### src/rtl/isa_pkg.sv
// Shared instruction-set definitions: format codes, 16-bit field positions
// and loader FSM states, common to the encoder and the decoder side.
package isa_pkg;

  typedef enum logic [1:0] {
    FMT_R   = 2'd0,
    FMT_I   = 2'd1,
    FMT_J   = 2'd2,
    FMT_BAD = 2'd3
  } fmt_e;

  localparam int OP_HI   = 15;
  localparam int OP_LO   = 12;
  localparam int RS_HI   = 11;
  localparam int RS_LO   = 9;
  localparam int RT_HI   = 8;
  localparam int RT_LO   = 6;
  localparam int RD_HI   = 5;
  localparam int RD_LO   = 3;
  localparam int FUNK_HI = 2;
  localparam int FUNK_LO = 0;
  localparam int IIMM_HI = 5;
  localparam int IIMM_LO = 0;
  localparam int JIMM_HI = 11;
  localparam int JIMM_LO = 0;

  typedef enum logic {
    ST_IDLE = 1'b0,
    ST_LOAD = 1'b1
  } state_e;

endpackage

### src/rtl/instr_pack.sv
// Combinational packer: decoded instruction fields to a 16-bit word.
// Fields a format does not use are ignored; format 3 is flagged as illegal.
module instr_pack
  import isa_pkg::*;
(
  input  logic [1:0]  fmt,
  input  logic [3:0]  op,
  input  logic [2:0]  rs,
  input  logic [2:0]  rt,
  input  logic [2:0]  rd,
  input  logic [2:0]  funk,
  input  logic [11:0] imm,
  output logic [15:0] word,
  output logic        legal
);

  always_comb begin
    word  = '0;
    legal = 1'b1;
    case (fmt)
      FMT_R: begin
        word[OP_HI:OP_LO]     = op;
        word[RS_HI:RS_LO]     = rs;
        word[RT_HI:RT_LO]     = rt;
        word[RD_HI:RD_LO]     = rd;
        word[FUNK_HI:FUNK_LO] = funk;
      end
      FMT_I: begin
        word[OP_HI:OP_LO]     = op;
        word[RS_HI:RS_LO]     = rs;
        word[RT_HI:RT_LO]     = rt;
        word[IIMM_HI:IIMM_LO] = imm[IIMM_HI:IIMM_LO];
      end
      FMT_J: begin
        word[OP_HI:OP_LO]     = op;
        word[JIMM_HI:JIMM_LO] = imm[JIMM_HI:JIMM_LO];
      end
      default: legal = 1'b0;
    endcase
  end

endmodule

### src/rtl/instr_encode_loader.sv
// Packs handshaked field sets into instruction words and writes them to
// consecutive instruction-memory addresses from a programmed base and count.
module instr_encode_loader
  import isa_pkg::*;
#(
  parameter int ADDR_W = 8
) (
  input  logic              clock,
  input  logic              reset_n,
  input  logic              start,
  input  logic [ADDR_W-1:0] base_addr,
  input  logic [ADDR_W:0]   count,
  input  logic              in_valid,
  output logic              in_ready,
  input  logic [1:0]        fmt,
  input  logic [3:0]        op,
  input  logic [2:0]        rs,
  input  logic [2:0]        rt,
  input  logic [2:0]        rd,
  input  logic [2:0]        funk,
  input  logic [11:0]       imm,
  output logic              mem_we,
  output logic [ADDR_W-1:0] mem_addr,
  output logic [15:0]       mem_wdata,
  input  logic              mem_ack,
  output logic              busy,
  output logic              done,
  output logic              err
);

  localparam logic [ADDR_W:0] ONE = {{ADDR_W{1'b0}}, 1'b1};

  state_e            state, state_next;
  logic [ADDR_W-1:0] addr_ptr;
  logic [ADDR_W:0]   remaining;
  logic [ADDR_W:0]   accepted;
  logic [ADDR_W:0]   acked;
  logic [15:0]       word;
  logic              legal;
  logic              start_fire;
  logic              accept;
  logic              ack_fire;
  logic              last_ack;

  instr_pack u_pack (
    .fmt   (fmt),
    .op    (op),
    .rs    (rs),
    .rt    (rt),
    .rd    (rd),
    .funk  (funk),
    .imm   (imm),
    .word  (word),
    .legal (legal)
  );

  assign accept   = in_valid && in_ready;
  assign ack_fire = mem_we && mem_ack;
  assign last_ack = ack_fire && ((acked + ONE) == remaining);

  always_ff @(posedge clock or negedge reset_n) begin
    if (!reset_n) state <= ST_IDLE;
    else          state <= state_next;
  end

  always_comb begin
    state_next = state;
    in_ready   = 1'b0;
    busy       = 1'b0;
    start_fire = 1'b0;
    case (state)
      ST_IDLE: begin
        start_fire = start;
        if (start && (count != '0)) state_next = ST_LOAD;
      end
      ST_LOAD: begin
        busy     = 1'b1;
        in_ready = (accepted < remaining) && (!mem_we || mem_ack);
        if (last_ack) state_next = ST_IDLE;
      end
      default: state_next = ST_IDLE;
    endcase
  end

  // addr_ptr tracks the word in the output register; a word accepted while
  // that one is being acked targets the following address.
  always_ff @(posedge clock or negedge reset_n) begin
    if (!reset_n) begin
      addr_ptr  <= '0;
      remaining <= '0;
      accepted  <= '0;
      acked     <= '0;
      mem_we    <= 1'b0;
      mem_addr  <= '0;
      mem_wdata <= '0;
      done      <= 1'b0;
      err       <= 1'b0;
    end else begin
      done <= 1'b0;
      if (start_fire) begin
        addr_ptr  <= base_addr;
        remaining <= count;
        accepted  <= '0;
        acked     <= '0;
        err       <= 1'b0;
        if (count == '0) done <= 1'b1;
      end
      if (ack_fire) begin
        mem_we   <= 1'b0;
        addr_ptr <= addr_ptr + 1'b1;
        acked    <= acked + ONE;
        if (last_ack) done <= 1'b1;
      end
      if (accept) begin
        if (legal) begin
          mem_we    <= 1'b1;
          mem_addr  <= mem_we ? addr_ptr + 1'b1 : addr_ptr;
          mem_wdata <= word;
          accepted  <= accepted + ONE;
        end else begin
          err <= 1'b1;
        end
      end
    end
  end

endmodule
### config.mk
export PLATFORM = sky130hd
export DESIGN_NAME = instr_encode_loader
export DESIGN_NICKNAME = d
export VERILOG_FILES = /design/src/rtl/isa_pkg.sv /design/src/rtl/instr_pack.sv /design/src/rtl/instr_encode_loader.sv
export SDC_FILE = /design/constraint.sdc
export NUM_CORES = 1
export LEC_CHECK = 0
export BUFFER_PORTS_ARGS = -buffer_cell sky130_fd_sc_hd__buf_4
export CORE_MARGIN = 8
export CORE_UTILIZATION = 40
export DETAILED_ROUTE_END_ITERATION = 16
export PLACE_DENSITY_LB_ADDON = 0.2
export SYNTH_ARGS = -nofsm -noshare
export SYNTH_HDL_FRONTEND = slang
export SYNTH_SLANG_ARGS = --single-unit
### constraint.sdc
create_clock -name clock -period 5.9 [get_ports clock]
set_input_delay 0.295 -clock clock [delete_from_list [all_inputs] [get_ports clock]]
set_output_delay 0.295 -clock clock [all_outputs]
set_load 0.05 [all_outputs]
**Yosys cells after proc, flatten, opt, wreduce, memory -nomap -nowiden**

Index checks and enable logic that the tools add are counted.

- Flip-flop bits (word level): 63
- Word-level logic and storage cells: 57

- Equal/unequal tests: 3
- Muxes and demuxes: 26
- Reductions and logical operators: 13
- Bitwise gates (word level): 1
- $lt $le $gt $ge: 1
- $add $sub $neg: 3

Operator list:

| cell | number |
|---|---|
| $pmux 16 s3 | 1 |
| $mux 9 | 5 |
| $mux 8 | 3 |
| $add 9x1->9 const B | 2 |
| $mux 1 | 16 |
| $eq 9x9->1 | 1 |
| $logic_not 9->1 | 1 |
| $lt 9x9->1 | 1 |
| $reduce_bool 9->1 | 1 |
| $add 8x1->8 const B | 1 |
| $logic_and 1x1->1 | 5 |
| $reduce_or 3->1 | 1 |
| $eq 2x1->1 const B | 1 |
| $eq 2x2->1 const B | 1 |
| $logic_not 2->1 | 1 |
| $pmux 1 s2 | 1 |
| $reduce_and 2->1 | 1 |
| $reduce_bool 2->1 | 1 |
| $logic_not 1->1 | 1 |
| $logic_or 1x1->1 | 1 |
| $not 1->1 | 1 |

**Depth between registers and ports, before layout**

Gate-level depths: netlist of the first run.

- Word-level depth: 6
- Depth in mapped cells: 9
- Gate-level depth less buffers: 8

**Cells and area by module**

Synthesis of the first run repeated with hierarchy kept, for this count alone.

- Cells, all modules: 363
- Area, all modules: 3643.5 um^2

By module, submodules not included:

| module | cells an instance | instances | area an instance (um^2) |
|---|---|---|---|
| instr_encode_loader | 335 | 1 | 3398.3 |
| instr_pack | 28 | 1 | 245.2 |

**Worst setup path after synthesis of the first run**

Ideal clock, no wire load.

- Kind: register to register
- Start: reg accepted[6]
- End: reg mem_addr[5]
- Path slack: 3636 ps
- Data required time: 5775 ps
- Period minus slack after synthesis: 2264 ps
- Library setup time: 125 ps
- Data arrival time: 2138 ps
- Path buffers: 1
- Cell stages (with the launch flop): 9
- Path through: dfrtp_1 > ha_1 > a21o_1 > a21oi_1 > o2111ai_1 > a211oi_4 > nand2_2 > buf_6 > mux2_4

- Word-level cells in the longest chain between the ends: 5

RTL lines:

| item | line | RTL |
|---|---|---|
| start, declared | instr_encode_loader.sv:36 | `logic [ADDR_W:0] accepted;` |
| start signal, assigned | instr_encode_loader.sv:119 | `accepted <= accepted + ONE;` |
| $lt 9x9->1 | instr_encode_loader.sv:78 | `in_ready = (accepted < remaining) && (!mem_we \|\| mem_ack);` |
| $logic_and 1x1->1 | instr_encode_loader.sv:78 |  |
| $mux 1 | instr_encode_loader.sv:71 | `case (state)` |
| $logic_and 1x1->1 | instr_encode_loader.sv:57 | `assign accept = in_valid && in_ready;` |
| $reduce_and 2->1 (no source line) | -- |  |
| end signal, assigned | instr_encode_loader.sv:117 | `mem_addr <= mem_we ? addr_ptr + 1'b1 : addr_ptr;` |
| end, declared | instr_encode_loader.sv:23 | `output logic [ADDR_W-1:0] mem_addr,` |

No other way between the ends.
A chain may end at the register's enable or synchronous reset.

**Final worst setup path of the first run**

- Start: reg accepted[6]
- End: reg mem_addr[2]

Same word-level chain as after synthesis.

==> results.md, run 1 <==
- Status: completed
- Yosys top cell by area: dfrtp_1
- Maximum operating frequency: 0.341 GHz
- FF-to-FF Start: accepted[6]
- Hold crit path type: input port to async pin
- Yosys cell types: 42
- Largest cells by area after synthesis: dfrtp_1, mux2_4, o21ai_0
- Pwr/cell area: 510 nW/um2
- Final nets: 508
- Fin. Hold Viols: 0
- Final worst slack: 2.97 ns
- Seq/Total Area, Yosys: 44.4%
- Largest net degree at the start of global routing: 64
- Asr flop ratio synth: 100%
- R2R setup slack: 2.97 ns
- Final setup skew: 0.0107 ns
- # rows: 34
- Die width: 110 um
- Maximum VDD drop: 0.301 mV
- N_diodes: 0
- Crit-path slowest cell: nand2_2
- Htree depth: 3
- CP Depth: 8
- Max cap viols: 0
- Tcrit/Tclk final: 49.7%
- DIE AREA: 12200 um2
- Crit start category: register
- RePlAce Congestion: 0.775
- Cts repair resizes: 0
- DRT Wirelength: 8720 um
- Synth Net Count: 433
- R2R cell count: 8
- Yosys top cell area share: 44.4%
- Drt via density: 5.25
- Clock Latency Late Sink: 0.34 ns
- Most frequent cell after synthesis: dfrtp_1
- CP Launch Point: accepted[6]
- Port bufs: 80
- Antenna viol nets, final: 0
- Crit path required time: 6.12 ns
- Final setup fails: 0
- CP cell instances: ha_1 -> a21o_1 -> a21oi_1 -> o2111ai_1 -> a211oi_4 -> buf_4 -> nand2_2 -> mux2_4
- Mux share of post-synthesis cell area: 11.2%
- Delay-heaviest family, CP: compound AO/OA/AOI/OAI gates
- Via count: 2929
- Filler cell count: 835
- Least-Margin Pin Slew: 1.00 ns
- Total track usage: 14.8%
- Share of layout cells above drive strength 1: 26.4%
- Headroom to the max-slew limit: 33.0%
- CP peak stage delay: 0.46 ns
- Post-synthesis compound-gate area fraction: 15.6%
- DRT iter0 DRCs: 138
- Mean Syn Cell Area: 9.61 um2
- Max Root-Sink Buffers: 2
- Setup TNS Final: 0 ns
- TritonCTS buffer count: 9
- DRT Pass-1 Iters: 4
- I/O pin cnt: 81
- Static Leakage: 2.03 nW
- Worst reg2reg path endpoint: mem_addr[2]
- Post-Synth XOR/XNOR Area: 5.17%
- Critical Path AT: 3.15 ns
- Pwr Total: 2.26 mW
- Number of synthesized flops with an enable pin: 0
- Core area: 8680 um2
- Die boundary height: 110 um
- Flop and latch count out of synthesis: 63
- Synth Flop Type: dfrtp_1
- Initial antenna violation count: 0
- Ys Warns: 0
- Total congestion overflow: 0
- Vias in the first global route: 2871
- Min cycle time layout: 2.93 ns
- TritonCTS clock tree: built
- Commonest cells in the netlist: dfrtp_1, nand2_1, o21ai_0
- Starting Density: 41.0%
- Postcts setup bufs: 0
- P&R area growth vs syn: 24.6%
- Clock sink count: 63
- RSZ-0062 raised after global routing: false
- CP bufs+invs: 1
- DRC violations left: 0
- Critical Path Sink Type: register
- CP Class: register to register
- First-pass GRT wire length: 14300 um
- Place WS: 3.00 ns
- Multi-input logic area: 1830 um2
- Slew Limit Fails: 0
- Critical path destination: mem_addr[2]
- Main combinational cell family by area after synthesis: simple AND/OR/NAND/NOR gates
- Area share of and/or/nand/nor cells after synthesis: 15.7%
- Post-Synth Adder-Cell Area: 3.87%
- Worst-path fanout max: 26
- Post-CTS Hold Fix Bufs: 0
- Register area: 1580 um2
- Mapped Cells: 370
- DR WL/cell: 15.6 um
- Clock root buffer: clkbuf_8
- Mapped cell area: 3550 um2
- Post-DP HPWL: 6350 um
- Reg clk slew, reported paths: 0.08 ns
[layer usage]
metal,wire (um),GRT usage (%),up-vias
met2,4270,23.8,61
met1,3940,19.2,1398
met5,0,0,-
li1,-,-,1464
met3,435,3.26,6
met4,81,4.95,0
[flip-flops by register name, summed over array words and instances, names as in the netlist, 8 cells and up]
| signal | count |
|---|---|
| addr_ptr | 8 |
| mem_addr | 8 |
| acked | 9 |
| accepted | 9 |
| remaining | 9 |
| mem_wdata | 16 |
[worst min-delay path by stage]
stage	startpoint	to
after floorplan	reset_n	accepted[0]
after global placement	reset_n	accepted[8]
after detailed placement	reset_n	accepted[8]
after CTS	reset_n	accepted[2]
after global routing	reset_n	accepted[8]
final	reset_n	accepted[7]
[area by class of cell]
class                   count  area share, %
flip-flops and latches     63           35.6
clock buffers              10           3.11
clock inverters             6           1.58
well taps                 108           3.05
multi-input cells         272           41.3
inverters                  17           1.44
repair buffers             82           13.9
[kinds of logic after synthesis]
group / Yosys count
AOI/OAI and AO/OA: 88
adders and majority gates: 11
DFF: 63
xor gates and xnor gates: 21
and+or+nand+nor: 120
buffers and inverters: 35
muxes: 32
[cell usage in the layout (no fill, tap or decap), types with 4 or more instances in the layout]
cell      synthesis  layout
and3_1            6       6
nand2b_1          4       4
mux2i_1          15      15
mux2_4           15      15
dfrtp_1          63      63
buf_4             0      82
a21oi_1          17      17
xnor2_1          18      18
o21ai_0          36      36
ha_1             11      11
nor2_1           25      25
nand3_1          17      17
inv_1            17      17
a32o_1            6       6
clkbuf_8          0      10
nand4_1           5       5
nand2_1          48      48
a31oi_1          12      12
[through the flow]
step / util [%] / hold WS [ns] / std cells / cell area (um2)
floorplan: - / -0.000591 / 370 / 3550
global placement: 48.6 / 0.453 / 542 / 4220
detailed placement: 48.6 / 0.452 / 542 / 4220
CTS: 51.0 / 0.0764 / 558 / 4430
global route: 51.0 / 0.0987 / 558 / 4430
finish: 51.0 / 0.0382 / 558 / 4430
[report_power, final]
part	switching (mW)	total, mW	internal (mW)
Clock	0.187	0.395	0.208
Combinational	0.664	1.11	0.451
Sequential	0.160	0.750	0.591
Total	1.01	2.26	1.25
Note: power is estimated with default switching activity, not from simulation.
==> run 2: changes to the inputs <==
--- a/config.mk
+++ b/config.mk
@@ -5,6 +5,7 @@
 export SDC_FILE = /design/constraint.sdc
 export NUM_CORES = 1
 export LEC_CHECK = 0
+export ABC_AREA = 1
 export BUFFER_PORTS_ARGS = -buffer_cell sky130_fd_sc_hd__buf_4
 export CORE_MARGIN = 8
 export CORE_UTILIZATION = 40
==> constraint.sdc (replaced) <==
create_clock -name clock -period 2.6 [get_ports clock]
set_input_delay 0.13 -clock clock [delete_from_list [all_inputs] [get_ports clock]]
set_output_delay 0.13 -clock clock [all_outputs]
set_load 0.05 [all_outputs]
==> results.md, run 2 <==
- First-pass GRT wire length: 17500 um
- Total congestion overflow: 0
- Crit start category: register
- Static Leakage: 2.37 nW
- Commonest cells in the netlist: nand2_1, dfrtp_1, inv_1
- Tcrit/Tclk final: 86.0%
- Maximum VDD drop: 0.815 mV
- Flop and latch count out of synthesis: 63
- Final worst slack: 0.363 ns
- Final setup skew: 0.00902 ns
- DR WL/cell: 14.8 um
- Setup TNS Final: 0 ns
- Die width: 112 um
- TritonCTS clock tree: built
- Max Root-Sink Buffers: 2
- TritonCTS buffer count: 9
- Yosys cell types: 33
- DIE AREA: 12600 um2
- Total track usage: 17.0%
- Crit path required time: 2.47 ns
- Clock root buffer: clkbuf_8
- Htree depth: 3
- Least-Margin Pin Slew: 0.797 ns
- RePlAce Congestion: 0.839
- Critical Path AT: 2.11 ns
- Vias in the first global route: 3687
- Share of layout cells above drive strength 1: 19.7%
- Reg clk slew, reported paths: 0.07 ns
- Max reg flops: 16
- Clock sink count: 63
- CP peak stage delay: 0.38 ns
- Most frequent cells in the layout: nand2_1, buf_4, dfrtp_1, inv_1, nand3_1
- Mean Syn Cell Area: 7.50 um2
- Max cap viols: 0
- Status: completed
- Largest net degree at the start of global routing: 64
- Most common cell after layout, fill and taps aside: nand2_1
- DRC violations left: 0
- N_diodes: 0
- Hold Crit Depth: 3
- Final setup fails: 0
- Hold crit path type: input port to register
- Slew Limit Fails: 0
- Crit-path slowest cell: dfrtp_1
- P&R area growth vs syn: 23.7%
- R2R cell count: 10
- DRT Wirelength: 10200 um
- Final core utilization: 50.2%
- Antenna viol nets, final: 0
- Cts repair resizes: 0
- Via count: 3508
- Maximum operating frequency: 0.447 GHz
- Mapped cell area: 3700 um2
- Drt via density: 5.12
- Worst-path fanout max: 22
- Most frequent cell after synthesis: nand2_1
- Synth Net Count: 556
- Fin. Hold Viols: 0
- # rows: 35
- Starting Density: 40.6%
- I/O pin cnt: 81
- RSZ-0062 raised after global routing: false
- Most frequent CP cell: inv_1
- Yosys top cell area share: 42.6%
- Largest cells by area after synthesis: dfrtp_1, nand2_1, nand3_1
- CP Class: register to output port
- Post-DP HPWL: 7520 um
- DRT Pass-1 Iters: 4
- Number of synthesized flops with an enable pin: 0
- Ys Warns: 0
- Final nets: 634
- Critical Path Sink Type: output port
- Place WS: 0.407 ns
- Core area: 9110 um2
- Yosys top cell by area: dfrtp_1
- Min cycle time layout: 2.24 ns
- Die boundary height: 112 um
- Synth Flop Type: dfrtp_1
- Initial antenna violation count: 0
- Pwr/cell area: 1180 nW/um2
- Biggest register: mem_wdata
- Headroom to the max-slew limit: 46.9%
- Asr flop ratio synth: 100%
- DRT iter0 DRCs: 201
- Mapped Cells: 493
- Clock Latency Late Sink: 0.33 ns
- CP cell instances: inv_1 -> ha_1 -> nand2_1 -> inv_1 -> a21oi_2 -> nand4_4 -> nor2_8 -> buf_4
- Seq/Total Area, Yosys: 42.6%
- Port bufs: 80
-- run 2: layer usage --
layer	share of wire, %	GRT usage [%]
met1	46	21.7
met2	48	27.2
met3	4.5	3.86
met4	1.1	6.92
met5	0	0
-- run 2: power breakdown --
group / internal, mW / total [mW] / switching, mW
Sequential: 1.40 / 1.79 / 0.389
Clock: 0.461 / 0.825 / 0.365
Combinational: 0.899 / 2.78 / 1.88
Total: 2.76 / 5.39 / 2.63
-- run 2: worst paths after layout --
kind,startpoint,endpoint,slack [ns]
min in group asynchronous,reset_n,acked[5],0.42
min,count[6],remaining[6],0.02
max reg2reg,remaining[8],mem_addr[6],0.42
min reg2reg,mem_wdata[7],mem_wdata[7],0.47
max,remaining[8],in_ready,0.36
max in group asynchronous,reset_n,mem_addr[0],1.65
-- run 2: cells by family (layout without fill, tap and decap cells) --
kind of cell / count (synthesis) / in the layout / share of synthesized area [%]
flops: 63 / 63 / 42.6
compound gates: 48 / 48 / 7.41
xor+xnor: 7 / 7 / 1.66
simple gates: 284 / 284 / 34.6
buf+inv: 74 / 155 / 8.15
mux: 6 / 6 / 1.83
fa+ha+maj: 11 / 11 / 3.72
-- run 2: critical path: cells and delay by family (launching register included) --
kind                     cells  cell delay, ns
AO/OA/AOI/OAI                1            0.17
adder cells (fa/ha/maj)      1            0.31
flip-flops                   1            0.38
buffers and inverters        3            0.39
AND/OR/NAND/NOR              3            0.52
-- run 2: area by class of cell --
cell class | count | area [um2]
tap | 111 | 139
inverter | 55 | 211
clock buffer | 13 | 149
timing repair buffer | 86 | 648
multi-input combinational | 356 | 1820
sequential | 63 | 1580
clock inverter | 1 | 30.0
fill | 908 | 4530
-- run 2: timing repair --
action,CTS,global route
endpoints found under the setup margin,0,0
buffers inserted,0,0
endpoints found under the hold margin,63,0
hold buffers,1,0
-- run 2: stage by stage --
stage / cells / power (mW) / instance area, um2 / hold slack (ns)
finish: 685 / 5.39 / 4570 / 0.0230
detailed placement: 670 / 4.60 / 4390 / 0.278
global placement: 670 / 4.54 / 4390 / 0.282
global route: 685 / 5.84 / 4570 / 0.0172
CTS: 685 / 5.45 / 4570 / 0.0123
floorplan: 493 / 3.75 / 3700 / -0.166
==> run 3: changes to the inputs <==
--- a/config.mk
+++ b/config.mk
@@ -6,7 +6,7 @@
 export NUM_CORES = 1
 export LEC_CHECK = 0
 export ABC_AREA = 1
-export BUFFER_PORTS_ARGS = -buffer_cell sky130_fd_sc_hd__buf_4
+export BUFFER_PORTS_ARGS = -buffer_cell sky130_fd_sc_hd__buf_2
 export CORE_MARGIN = 8
 export CORE_UTILIZATION = 40
 export DETAILED_ROUTE_END_ITERATION = 16
==> constraint.sdc (replaced) <==
create_clock -name clock -period 2.6 [get_ports clock]
set_input_delay 0.13 -clock clock [delete_from_list [all_inputs] [get_ports clock]]
set_output_delay 0.13 -clock clock [all_outputs]
set_load 0.005 [all_outputs]
==> results.md, run 3 (synthesized netlist as in run 2, its figures left out) <==
- Status: completed
- Slew Limit Fails: 0
- RePlAce Congestion: 0.834
- Pwr/cell area: 1010 nW/um2
- DRT Wirelength: 9880 um
- Final core utilization: 48.0%
- Share of layout cells above drive strength 1: 20.1%
- Min cycle time layout: 2.19 ns
- Setup TNS Final: 0 ns
- DRT Pass-1 Iters: 4
- DR WL/cell: 14.4 um
- Fin. Hold Viols: 0
- Tcrit/Tclk final: 84.3%
- Biggest register: mem_wdata
- # rows: 35
- Clock sink count: 63
- Hold crit path type: input port to register
- Core area: 9110 um2
- Final nets: 636
- Most frequent cells in the layout: nand2_1, buf_2, dfrtp_1, inv_1, nand3_1
- DRC violations left: 0
- Post-Layout Cell Count: 687
- Crit start category: register
- Port bufs: 80
- Critical Path Sink Type: register
- Die boundary height: 112 um
- Reg clk slew, reported paths: 0.07 ns
- Least-Margin Pin Slew: 0.511 ns
- TritonCTS clock tree: built
- Clock Latency Late Sink: 0.33 ns
- Vias in the first global route: 3680
- Placed cell area: 4200 um2
- Max reg flops: 16
- RSZ-0062 raised after global routing: false
- Post-DP HPWL: 7420 um
- P&R area growth vs syn: 18.3%
- N_diodes: 0
- Total congestion overflow: 0
- Worst-path fanout max: 27
- Htree depth: 3
- Headroom to the max-slew limit: 65.9%
- Cells after DPL: 672
- Static Leakage: 2.31 nW
- Postcts setup bufs: 0
- DIE AREA: 12600 um2
- Max Root-Sink Buffers: 2
- Max cap viols: 0
- Maximum operating frequency: 0.456 GHz
- I/O pin cnt: 81
- Total track usage: 16.6%
- Place WS: 0.412 ns
- Die width: 112 um
- Antenna viol nets, final: 0
- Largest net degree at the start of global routing: 28
- First-pass GRT wire length: 17200 um
- Most common cell after layout, fill and taps aside: nand2_1
- Finished layout cell area: 4370 um2
- Final worst slack: 0.408 ns
- DRT iter0 DRCs: 117
- Crit path required time: 2.82 ns
- Via count: 3524
- Critical Path AT: 2.41 ns
- Clock root buffer: clkbuf_8
- Drt via density: 5.13
- Final setup fails: 0
- Initial antenna violation count: 0
- Maximum VDD drop: 0.366 mV
- Final setup skew: 0.00905 ns
- CP Class: register to register
- Starting Density: 40.6%
- TritonCTS buffer count: 9
## run 3: final timing paths
check | slack, ns | end | cells past startpoint | startpoint
worst max-delay path | 0.41 | mem_addr[3] | 10 | remaining[8]
max in group asynchronous | 1.61 | acked[8] | 3 | reset_n
worst min register to register | 0.48 | mem_wdata[6] | 2 | mem_wdata[6]
worst min-delay path | 0.02 | remaining[5] | 3 | count[5]
worst max register to register | 0.41 | mem_addr[3] | 10 | remaining[8]
min in group asynchronous | 0.29 | acked[5] | 2 | reset_n
## run 3: per-layer routing
metal  GRT usage (%)  wire length (um)  up-vias
li1                -                 -     1792
met1            20.1              4510     1635
met2            27.4              4630       84
met3            5.53               608       13
met4            5.13               132        0
met5               0                 0        -
## run 3: worst max-delay path, stage by stage, from the launching register on
cell and delay, ns:
dfrtp_1 0.38, inv_1 0.09, ha_1 0.31, nand2_1 0.09
inv_1 0.05, a21oi_2 0.17, nand4_4 0.14, nor2_8 0.27
nand3_4 0.33, nand2_1 0.16, nand2_1 0.07
## run 3: what timing repair did
| item | in CTS | in global routing |
|---|---|---|
| hold buffers | 1 | 0 |
| gates resized for setup | 0 | 0 |
| hold endpoints to repair | 19 | 0 |
## run 3: per-stage QoR
| stage | hold WS [ns] | power (mW) |
|---|---|---|
| 5_1_grt | 0.0280 | 4.88 |
| 3_3_place_gp | 0.131 | 3.66 |
| 6_report | 0.0216 | 4.42 |
| 2_1_floorplan | -0.166 | 3.05 |
| 3_5_place_dp | 0.128 | 3.71 |
| 4_1_cts | 0.00686 | 4.48 |
## run 3: cell type report
| cell class | count | area [um2] |
|---|---|---|
| Tap cell | 111 | 139 |
| Sequential cell | 63 | 1580 |
| Multi-Input combinational cell | 356 | 1820 |
| Inverter | 55 | 211 |
| Clock buffer | 13 | 159 |
| Timing Repair Buffer | 88 | 463 |
| Clock inverter | 1 | 5.00 |
| Fill cell | 912 | 4730 |
## run 3: power breakdown
part | internal, mW | switching, mW | total, mW | leakage, nW
combinational | 0.754 | 1.15 | 1.90 | 1.44
sequential | 1.40 | 0.376 | 1.77 | 0.786
clock | 0.387 | 0.359 | 0.746 | 0.0854
total | 2.54 | 1.88 | 4.42 | 2.31
